File: src/rtl/inst_fetch_unit_pkg.sv
// Shared definitions for the instruction-fetch sequencer: FSM encoding, widths, reset PC.
package inst_fetch_unit_pkg;

    localparam int unsigned INST_W = 32;
    localparam logic [INST_W-1:0] DEFAULT_RESET_PC = 32'h0000_0000;

    typedef enum logic [1:0] {
        StIdle = 2'd0,
        StReq  = 2'd1,
        StLoad = 2'd2
    } fetch_state_e;

    // Branch/jump targets are forced onto a word boundary.
    function automatic logic [INST_W-1:0] align_word(input logic [INST_W-1:0] addr);
        return {addr[INST_W-1:2], 2'b00};
    endfunction

endpackage

File: src/rtl/inst_fetch_unit_wdog.sv
// Bus-timeout watchdog: counts enabled cycles, flags expiry on the TIMEOUT-th one.
module inst_fetch_unit_wdog #(
    parameter int unsigned TIMEOUT = 16
) (
    input  logic clk,
    input  logic rst,
    input  logic clr,
    input  logic en,
    output logic expire
);

    localparam int unsigned CntW = (TIMEOUT > 1) ? $clog2(TIMEOUT) : 1;

    logic [CntW-1:0] cnt_q;

    // Expiry is seen during the last allowed cycle so the owner can leave on that edge.
    assign expire = en && (cnt_q == CntW'(TIMEOUT - 1));

    // Cycle counter; saturates at expiry, cleared whenever the owner restarts it.
    always_ff @(posedge clk) begin
        if (rst || clr) begin
            cnt_q <= '0;
        end else if (en && !expire) begin
            cnt_q <= cnt_q + 1'b1;
        end
    end

endmodule

File: src/rtl/inst_fetch_unit.sv
// Instruction-fetch sequencer: owns the PC, fetches one word per request over req/ack
// and writes it to the IR with a one-cycle strobe.
module inst_fetch_unit
    import inst_fetch_unit_pkg::*;
#(
    parameter logic [31:0] RESET_PC = DEFAULT_RESET_PC,
    parameter int unsigned PC_STEP  = 4,
    parameter int unsigned TIMEOUT  = 16
) (
    input  logic        clk,
    input  logic        rst,
    input  logic        fetch_start,
    input  logic        redirect_valid,
    input  logic [31:0] redirect_pc,
    output logic        mem_req,
    output logic [31:0] mem_addr,
    input  logic        mem_ack,
    input  logic [31:0] mem_rdata,
    output logic        ir_w,
    output logic [31:0] ir_d,
    output logic [31:0] inst_pc,
    output logic [31:0] pc_plus4,
    output logic [31:0] pc,
    output logic        busy,
    output logic        bus_err,
    output logic        misalign
);

    fetch_state_e state_q, state_d;
    logic         mem_req_q, mem_req_d;
    logic         ir_w_q, ir_w_d;
    logic         busy_q, busy_d;
    logic [31:0]  pc_q, pc_d;
    logic [31:0]  inst_pc_q, inst_pc_d;
    logic [31:0]  ir_d_q, ir_d_d;
    logic         pend_q, pend_d;
    logic [31:0]  pend_pc_q, pend_pc_d;
    logic         bus_err_q, bus_err_d;
    logic         misalign_q, misalign_d;
    logic         wdog_expire, wdog_restart;
    logic [31:0]  redir_tgt;
    logic         redirect_hit;

    assign redir_tgt    = align_word(redirect_pc);
    // A redirect seen this cycle or earlier in the fetch invalidates the returning word.
    assign redirect_hit = pend_q || redirect_valid;

    inst_fetch_unit_wdog #(
        .TIMEOUT(TIMEOUT)
    ) u_wdog (
        .clk   (clk),
        .rst   (rst),
        .clr   ((state_q != StReq) || wdog_restart),
        .en    (state_q == StReq),
        .expire(wdog_expire)
    );

    // FSM state register.
    always_ff @(posedge clk) begin
        if (rst) begin
            state_q <= StIdle;
        end else begin
            state_q <= state_d;
        end
    end

    // FSM next-state logic.
    always_comb begin
        state_d = state_q;
        unique case (state_q)
            StIdle: if (fetch_start) state_d = StReq;
            StReq: begin
                if (mem_ack) begin
                    if (!redirect_hit) state_d = StLoad;
                end else if (wdog_expire) begin
                    state_d = StIdle;
                end
            end
            StLoad:  state_d = StIdle;
            default: state_d = StIdle;
        endcase
    end

    // FSM outputs, computed from the next state so they can be registered.
    always_comb begin
        mem_req_d = (state_d == StReq);
        ir_w_d    = (state_d == StLoad);
        busy_d    = (state_d != StIdle);
    end

    // Datapath next-state: PC, pending redirect, IR data and sticky flags.
    always_comb begin
        pc_d         = pc_q;
        inst_pc_d    = inst_pc_q;
        ir_d_d       = ir_d_q;
        pend_d       = pend_q;
        pend_pc_d    = pend_pc_q;
        bus_err_d    = bus_err_q;
        misalign_d   = misalign_q || (redirect_valid && (redirect_pc[1:0] != 2'b00));
        wdog_restart = 1'b0;
        unique case (state_q)
            StIdle: begin
                if (redirect_valid) pc_d = redir_tgt;
                if (fetch_start) bus_err_d = 1'b0;
            end
            StReq: begin
                if (redirect_valid) begin
                    pend_d    = 1'b1;
                    pend_pc_d = redir_tgt;
                end
                if (mem_ack) begin
                    if (redirect_hit) begin
                        // Drop the stale word and refetch from the newest target.
                        pc_d         = redirect_valid ? redir_tgt : pend_pc_q;
                        pend_d       = 1'b0;
                        wdog_restart = 1'b1;
                    end else begin
                        ir_d_d    = mem_rdata;
                        inst_pc_d = pc_q;
                        pc_d      = pc_q + 32'(PC_STEP);
                    end
                end else if (wdog_expire) begin
                    bus_err_d = 1'b1;
                    // A branch requested during the failed fetch must not be lost.
                    if (redirect_hit) begin
                        pc_d   = redirect_valid ? redir_tgt : pend_pc_q;
                        pend_d = 1'b0;
                    end
                end
            end
            StLoad: if (redirect_valid) pc_d = redir_tgt;
            default: ;
        endcase
    end

    // Datapath and registered-output state.
    always_ff @(posedge clk) begin
        if (rst) begin
            mem_req_q  <= 1'b0;
            ir_w_q     <= 1'b0;
            busy_q     <= 1'b0;
            pc_q       <= RESET_PC;
            inst_pc_q  <= RESET_PC;
            ir_d_q     <= '0;
            pend_q     <= 1'b0;
            pend_pc_q  <= '0;
            bus_err_q  <= 1'b0;
            misalign_q <= 1'b0;
        end else begin
            mem_req_q  <= mem_req_d;
            ir_w_q     <= ir_w_d;
            busy_q     <= busy_d;
            pc_q       <= pc_d;
            inst_pc_q  <= inst_pc_d;
            ir_d_q     <= ir_d_d;
            pend_q     <= pend_d;
            pend_pc_q  <= pend_pc_d;
            bus_err_q  <= bus_err_d;
            misalign_q <= misalign_d;
        end
    end

    assign mem_req  = mem_req_q;
    assign mem_addr = pc_q;
    assign ir_w     = ir_w_q;
    assign ir_d     = ir_d_q;
    assign inst_pc  = inst_pc_q;
    assign pc_plus4 = inst_pc_q + 32'(PC_STEP);
    assign pc       = pc_q;
    assign busy     = busy_q;
    assign bus_err  = bus_err_q;
    assign misalign = misalign_q;

endmodule
File: config.mk
export PLATFORM = sky130hd
export DESIGN_NAME = inst_fetch_unit
export DESIGN_NICKNAME = d
export VERILOG_FILES = /design/src/rtl/inst_fetch_unit_pkg.sv /design/src/rtl/inst_fetch_unit_wdog.sv /design/src/rtl/inst_fetch_unit.sv
export SDC_FILE = /design/constraint.sdc
export NUM_CORES = 1
export LEC_CHECK = 0
export ABC_AREA = 1
export CAP_MARGIN = 20
export CELL_PAD_IN_SITES_DETAIL_PLACEMENT = 0
export CELL_PAD_IN_SITES_GLOBAL_PLACEMENT = 1
export CORE_MARGIN = 4
export CORE_UTILIZATION = 40
export DETAILED_ROUTE_END_ITERATION = 10
export DONT_BUFFER_PORTS = 1
export PLACE_DENSITY = 0.77
export RECOVER_POWER = 100
export SLEW_MARGIN = 20
export SYNTH_ARGS = -nofsm -noshare
export SYNTH_HDL_FRONTEND = slang
export SYNTH_SLANG_ARGS = --single-unit
File: constraint.sdc
create_clock -name clk -period 2.3 [get_ports clk]
set_input_delay 0.46 -clock clk [delete_from_list [all_inputs] [get_ports clk]]
set_output_delay 0.46 -clock clk [all_outputs]
set_load 0.02 [all_outputs]
# --- After elaboration in Yosys (flattened, before gate mapping) ---
# Cells that the tools add are included.
op_classes:
  add_sub_neg: 3
  n_eq_ne: 12
  mux: 23
  n_bitwise: 1
  reduce_logical: 17
op_table:
  columns: ["operator", "count"]
  rows:
  - ["$mux W32", 6]
  - ["$add A32 B3 Y32 const B", 2]
  - ["$pmux W32 S2", 1]
  - ["$mux W1", 10]
  - ["$mux W2", 4]
  - ["$reduce_and A4 Y1", 2]
  - ["$reduce_bool A2 Y1", 4]
  - ["$ne A2 B2 Y1 const B", 3]
  - ["$ne A3 B3 Y1 const B", 2]
  - ["$add A4 B1 Y4 const B", 1]
  - ["$eq A2 B1 Y1 const B", 2]
  - ["$eq A2 B2 Y1 const B", 2]
  - ["$eq A4 B4 Y1 const B", 1]
  - ["$logic_or A1 B1 Y1", 4]
  - ["$ne A2 B1 Y1 const B", 2]
  - ["$pmux W2 S2", 1]
  - ["$logic_and A1 B1 Y1", 3]
  - ["$reduce_and A3 Y1", 1]
  - ["$logic_not A2 Y1", 1]
  - ["$pmux W1 S2", 1]
  - ["$reduce_or A2 Y1", 1]
  - ["$logic_not A1 Y1", 1]
  - ["$not A1 Y1", 1]
totals:
  ff_bits: 140
  input_bits: 69
  out_inout_bits: 165
  word_cells: 68

# --- Logic depth before layout (Yosys ltp) ---
# Gate-level depths: netlist of the first run.
depth:
  word_depth: 6
  mapped_depth: 11
  mapped_depth_nobuf: 11

# --- By module ---
# A second synthesis of the first run with hierarchy kept.
unflattened:
  hier_cells: 1063
  hier_area_um2: 7470.9
by_module_without_submodules:
  columns: ["mod", "n_inst", "cells_each", "area_per_inst_um2", "seq_area_each_um2"]
  rows:
  - ["inst_fetch_unit", 1, 1032, 7262.0, 2722.6]
  - ["inst_fetch_unit_wdog", 1, 31, 209.0, 80.1]

# --- Least setup slack after synthesis of the first run ---
# No wires, ideal clock.
synth_path:
  path_type: "register to output"
  startpoint: "register inst_pc_q[2] (netlist: inst_pc[2])"
  endpoint: "output pc_plus4[30]"
  t_arrival_ns: 1.755
  t_required_ns: 1.840
  path_slack_ns: 0.085
  path_stages_with_launch: 8
  n_path_buf: 0
  cell_sequence: "dfxtp_1 ha_1 nand2_1 nor2_1 inv_1 nor4_2 nand3_1 xor2_1"
synth_between:
  elab_chain_cells: 1
synth_lines:
  columns: ["element", "line_no", "rtl"]
  rows:
  - ["start: declaration", "inst_fetch_unit.sv:34", "logic [31:0] inst_pc_q, inst_pc_d;"]
  - ["start signal: assignment", "inst_fetch_unit.sv:154", "inst_pc_q <= inst_pc_d;"]
  - ["$add A32 B3 Y32", "inst_fetch_unit.sv:168", "assign pc_plus4 = inst_pc_q + 32'(PC_STEP);"]
  - ["end: declaration", "inst_fetch_unit.sv:22", "output logic [31:0] pc_plus4,"]
# Every way passes these cells.

# --- Final worst setup path of the first run ---
layout_path:
  startpoint: "register inst_pc_q[4] (netlist: inst_pc[4])"
  endpoint: "output pc_plus4[31]"
# The elaborated chain is that of the path after synthesis.

==> metrics.txt, run 1 <==
share of layout cells above drive strength 1=17.9%; H-Tree Depth=4; drt via density=~5.4; max_cap viols=0; initial antenna violation count=1; yosys warns=0; Top delay family on crit path=simple AND/OR/NAND/NOR gates; Die Width=between 100 and 150 µm; failing checks=negative setup slack; Syn-to-layout area delta=18.0%; vias in the first global route=6763; internal power=4600 µW; number of remaining DRC errors=0; number of synthesized register bits=140; grt total ovfl=0; Die Area=21100 µm²; Switching Power=around 2300 µW; power per cell area=772 nW/µm²; final core utilization=about half; hold slack=94.1 ps; Worst Clk Skew=8.93 ps; Post-Synthesis Cells=1080; Crit Path Category=register to primary output; Largest stage delay, worst path=380 ps; FP Rows=49; DP Wirelength=19000 µm; Max VDD drop=0.558 mV; clock slew at reported path FFs=60 ps; Sw Ratio=around 33%; drt wl/cell=~19 µm; ys async rst share=0%; setup_tns=-838 ps; crit share post-route=105%; Fillers=1841; TritonCTS Buffers=17; combinational share of power=17.6%; RSZ-0062 raised after global routing=yes; fin crit period=around 2400 ps; Worst EP arrival=roughly 2000 ps; Critical Path RT=roughly 1800 ps; overall global routing resource usage=a little under a quarter; syn avg cell area=6.97 µm²; largest net degree at the start of global routing=between 60 and 70; Fmax=413 MHz; total power=6860 µW; # setup viols final=15; first-pass GRT wire length=~39000 µm; Slew @ Worst Pin=654 ps; critical path buffer and inverter count=1; global placement routability congestion=0.877; Worst-Skew Late Latency=430 ps; crit-path cells=nand3_2 -> nor2_2 -> nand2_2 -> nor2_4 -> nand2_4 -> nor2_4 -> nand4_1 -> xor2_1 -> buf_4; DR vias=7297; Synth cell types=43; CP endpoint kind=primary output; register area share after synthesis=a little under two fifths; TritonRoute pass-1 iters=5; hold crit path type=primary input to register; endpoints failing hold=0; Bufs on Longest Clock Path=2; TritonCTS clock tree=yes; top fanout value on the critical path=5; Clk pwr share=42.1%; Syn Std Cell Area=7530 µm²; I/O Buffers=0; type of origin of the critical path=register; Main synth FF type=dfxtp_1; leakage=0.00365 µW; Critical Path Most Common Cell=nor2_4; final net count=1187; sequential power share=40.3%; diode count=0; DR iter-0 viols=489; Final Max Slew Viols=0; antenna viol nets, final=0; Syn Nets=1152; clock root cell=clkbuf_16; Worst Slack Setup Final=-122 ps; Slew HR=between 50% and 60%; outcome=finished with violations; clock sink count=140; Die Y=145 µm; Worst path slowest cell=dfxtp_4; I/O pins=234; Starting Density=between 40% and 50%; number of synthesized flops with an enable pin=0; drt total wl=25400 µm; Core ar.=18200 µm²
[Yosys cell counts, types with 3 or more instances]
library cell / number / share of area (%)
a21oi_1: 122 / 8.1
nand2_1: 149 / 7.4
o21ai_0: 123 / 8.2
a211oi_1: 4 / 0.40
ha_1: 3 / 0.50
nand4_1: 17 / 1.4
xor2_1: 31 / 3.6
buf_2: 14 / 0.93
clkbuf_1: 37 / 1.8
nand2_4: 4 / 0.60
nand3_1: 46 / 3.1
inv_1: 87 / 4.3
mux2i_1: 9 / 1.2
a31oi_1: 10 / 0.83
o21ai_1: 25 / 1.7
buf_4: 38 / 3.8
nor2_4: 6 / 0.90
nor2_1: 155 / 7.7
nor2_2: 5 / 0.42
nor3_1: 7 / 0.47
nand3b_1: 4 / 0.40
dfxtp_1: 140 / 37
o211ai_1: 10 / 1.0
nand2_2: 5 / 0.42
inv_2: 5 / 0.25
[final cells by class]
class                      count  area (µm²)  share of cell area [%]
multi-input combinational    757        4010                    45.1
clock buffer                  17         425                    4.79
timing repair buffer         105         782                    8.80
tap                          229         287                    3.23
clock inverter                15         193                    2.17
inverter                      94         358                    4.03
sequential                   140        2830                    31.8
[flip-flops by register name (all words and copies together), names as in the netlist]
signal and count:
mem_req 1, misalign 1, ir_w 1, u_wdog.cnt_q 4, pend_pc_q 32, busy 1, inst_pc 32, mem_addr 32
ir_d 32, state_q 2, bus_err 1, pend_q 1
[timing repair]
item	CTS	global route
setup buffers	4	9
hold endpoints to repair	0	0
setup endpoints to repair	20	21
pin swaps	10	24
hold buffers	0	0
resized for setup	16	34
[placed cells by master (no fill, tap or decap), drive strengths merged]
cell	n
nand3b	4
a211oi	4
mux2i	9
nor3b	1
ha	3
and2	1
dfxtp	140
nor2	168
xor2	32
o211ai	10
a31oi	10
o2111ai	2
clkbuf	22
a311oi	1
a21oi	122
a221oi	1
nor3	9
nor4	3
nand4	17
inv	103
bufinv	2
clkinv	3
buf	100
or2	3
clkinvlp	1
nand3	49
o21ai	149
a32oi	1
nand2	158
[metal layers]
metal / wire [µm] / up-vias / track usage [%]
li1: - / 3638 / -
met1: 10900 / 3390 / 29.3
met2: 12000 / 232 / 38.2
met3: 1920 / 35 / 7.33
met4: 512 / 2 / 5.84
met5: 7 / - / 0
[worst paths after layout]
check                                           startpoint  cells after the start  slack [ps]                          to
worst max-delay path               inst_pc[4]$_SDFFE_PP0P_                      9        -120                pc_plus4[31]
worst min-delay path                                   rst                      1          90         misalign$_SDFF_PP0_
worst max register to register       state_q[1]$_SDFF_PP0_                     10         240    mem_addr[8]$_SDFFE_PP0P_
worst min register to register  pend_pc_q[29]$_SDFFE_PP0P_                      2         450  pend_pc_q[29]$_SDFFE_PP0P_
[cell families after synthesis]
family	Yosys count	share of synthesized area, %
adder cells (fa/ha/maj)	3	0.498
AND/OR/NAND/NOR	413	25.1
multiplexers	9	1.20
flip-flops	140	37.2
buffers and inverters	183	11.3
AO/OA/AOI/OAI	300	20.9
XOR/XNOR	32	3.82
[stage by stage]
| stage | cells | area [µm²] | worst slack [ps] |
|---|---|---|---|
| final | 1357 | 8880 | -122 |
| after global routing | 1357 | 8880 | -231 |
| after CTS | 1348 | 8720 | -227 |
| after detailed placement | 1312 | 8010 | 125 |
| after global placement | 1312 | 8010 | 202 |
| after floorplan | 1080 | 7530 | 84.7 |
[power by group through the flow]
stage	sequential [µW]	clock [µW]	combinational [µW]
after global routing	2790	3030	1310
after floorplan	2930	0	756
after global placement	2820	0	1190
after CTS	2770	2940	1200
final	2770	2890	1200
after detailed placement	2820	0	1190
Note: power is estimated with default switching activity, not from simulation.
==> run 2: changes to the inputs <==
--- a/config.mk
+++ b/config.mk
@@ -21 +21,2 @@
 export SYNTH_SLANG_ARGS = --single-unit
+export TNS_END_PERCENT = 10
==> constraint.sdc (replaced) <==
create_clock -name clk -period 2.3 [get_ports clk]
set_input_delay 0.345 -clock clk [delete_from_list [all_inputs] [get_ports clk]]
set_output_delay 0.345 -clock clk [all_outputs]
set_load 0.02 [all_outputs]
==> run 2 against run 1 <==
  * Cell area decreased by 0.92%
  * Fmax up 4.2%
  * Cell count decreased by 0.52%
  * The flow still finishes with violations (negative setup slack)
  * Clock power fell by 2%
  * Routed wire length is 0.11% higher
  * Global-route usage increased by 0.29 points
  * Critical endpoint unchanged
  * Highest routed layer is now met4
==> metrics.txt, run 2 (synthesis gave the netlist of run 1 again) <==
largest net degree at the start of global routing=63; Max VDD drop=0.483 mV; Critical Path Most Common Cell=nor2_4; most frequent cells in the layout=nor2_1, nand2_1, dfxtp_1, o21ai_0, a21oi_1; TritonRoute pass-1 iters=5; Die Area=21100 µm²; Seq. cell area=2820 µm²; DP Wirelength=roughly 19000 µm; initial antenna violation count=1; Worst EP arrival=1980 ps; power per cell area=between 700 and 800 nW/µm²; type of origin of the critical path=register; Syn-to-layout area delta=16.9%; vias in the first global route=6857; RSZ-0062 raised after global routing=yes; DR iter-0 viols=about 580; TritonCTS Buffers=17; antenna viol nets, final=0; clock root cell=clkbuf_16; top fanout value on the critical path=5; drt via density=5.36; Slew HR=45.7%; Crit Path Category=register to primary output; grt total ovfl=0; drt wl/cell=between 15 and 20 µm; # setup viols final=1; hold crit path type=primary input to register; final net count=1179; Die Width=145 µm; combinational share of power=17.6%; Worst path slowest cell=dfxtp_4; share of layout cells above drive strength 1=16.5%; final core utilization=48.3%; drt total wl=25400 µm; Largest stage delay, worst path=380 ps; Hold Crit Start=fetch_start; endpoints failing hold=0; Critical Path RT=about 2000 ps; Bufs on Longest Clock Path=2; FF-to-FF End=mem_addr[26]$_SDFFE_PP0P_; sequential power share=40.9%; Worst Clk Skew=8.79 ps; Core ar.=18200 µm²; leakage=around 0.0036 µW; FP Rows=49; Worst Slack Setup Final=-23.4 ps; Worst R2R Path Depth=10; I/O pins=234; Switching Power=2230 µW; outcome=finished with violations; number of remaining DRC errors=0; Fillers=1842; Die Y=approximately 150 µm; failing checks=negative setup slack; DR vias=about 7200; Clk pwr share=approximately two fifths; multi-input logic area=3970 µm²; worst flop-to-flop path startpoint=mem_addr[12]$_SDFFE_PP0P_; Slew @ Worst Pin=just over 800 ps; hold slack=roughly 24 ps; WHS Endpoint=bus_err$_SDFFE_PP0P_; crit share post-route=101%; TritonCTS clock tree=yes; fin crit period=2320 ps; clock slew at reported path FFs=approximately 60 ps; internal power=4580 µW; Fmax=around 430 MHz; Worst-Skew Late Latency=420 ps; crit-path cells=nand3_4 -> nor2_4 -> nand2_2 -> nor2_4 -> nand2_4 -> nor2_4 -> nand4_1 -> xor2_1 -> buf_4; global placement routability congestion=roughly 0.9; max_cap viols=0; worst hold stages=1; first-pass GRT wire length=39700 µm; clock sink count=140; Final Max Slew Viols=0; H-Tree Depth=4; overall global routing resource usage=23.3%; most common cell after layout, fill and taps aside=nor2_1; worst reg-to-reg setup slack=370 ps; Sw Ratio=approximately 33%; I/O Buffers=0; CP endpoint kind=primary output; Starting Density=a little over 40%
run 2: changes by cell type in the layout (fill, tap and decap cells not counted), sizes merged:
cell,change
buf,-5
clkbuf,-5
clkinv,+1
diode,+1
dlygate4sd3,+2
inv,-1
run 2: through the flow:
step                TNS (ps)  cell area [µm²]  cells  worst slack [ps]  power (µW)
floorplan                  0             7530   1080               200        3680
global placement           0             8020   1309               327        4010
detailed placement         0             8020   1309               258        4020
CTS                     -859             8680   1344              -123        6860
global route           -1210             8800   1349              -165        7100
finish                 -23.4             8800   1350             -23.4        6810
run 2: final cells by class:
class	instances	area share, %
clock inverter	15	1.98
multi-input combinational	757	45.1
timing repair buffer	97	8.70
antenna	1	0.0284
clock buffer	17	4.83
sequential	140	32.0
inverter	94	4.04
tap	229	3.26
run 2: worst max path at each step:
stage | from | endpoint | cells past startpoint | slack (ps)
final | inst_pc[3]$_SDFFE_PP0P_ | pc_plus4[31] | 9 | -20
after global routing | inst_pc[2]$_SDFFE_PP0P_ | pc_plus4[31] | 9 | -160
after CTS | inst_pc[2]$_SDFFE_PP0P_ | pc_plus4[28] | 10 | -120
after detailed placement | inst_pc[2]$_SDFFE_PP0P_ | pc_plus4[30] | 8 | 260
after global placement | inst_pc[2]$_SDFFE_PP0P_ | pc_plus4[30] | 8 | 330
after floorplan | inst_pc[2]$_SDFFE_PP0P_ | pc_plus4[30] | 7 | 200
run 2: power by group through the flow:
stage	Clock, µW	Sequential [µW]	Combinational, µW
after floorplan	0	2930	756
after global placement	0	2840	1170
after detailed placement	0	2840	1180
after CTS	2880	2790	1190
after global routing	2980	2810	1310
final	2830	2790	1200
run 2: timing repair:
action                                  CTS  global route
pin swaps                                 6            11
hold buffers                              2             0
gates resized for setup                  12            18
setup buffers                             1             5
cloned                                    0             0
endpoints found under the setup margin   16            18
hold endpoints to repair                 18             0
run 2: worst max-delay path: cells and delay by family (launching register included):
kind	cells	cell delay (ps)
simple gates	7	840
flops	1	380
xor+xnor	1	190
buf+inv	1	160
run 2: layer usage:
| layer | vias to the layer above | global-route usage [%] | routed length (µm) |
|---|---|---|---|
| li1 | 3605 | - | - |
| met1 | 3323 | 29.6 | 10700 |
| met2 | 278 | 38.4 | 12100 |
| met3 | 29 | 8.17 | 2250 |
| met4 | 0 | 5.37 | 347 |
| met5 | - | 0 | 0 |
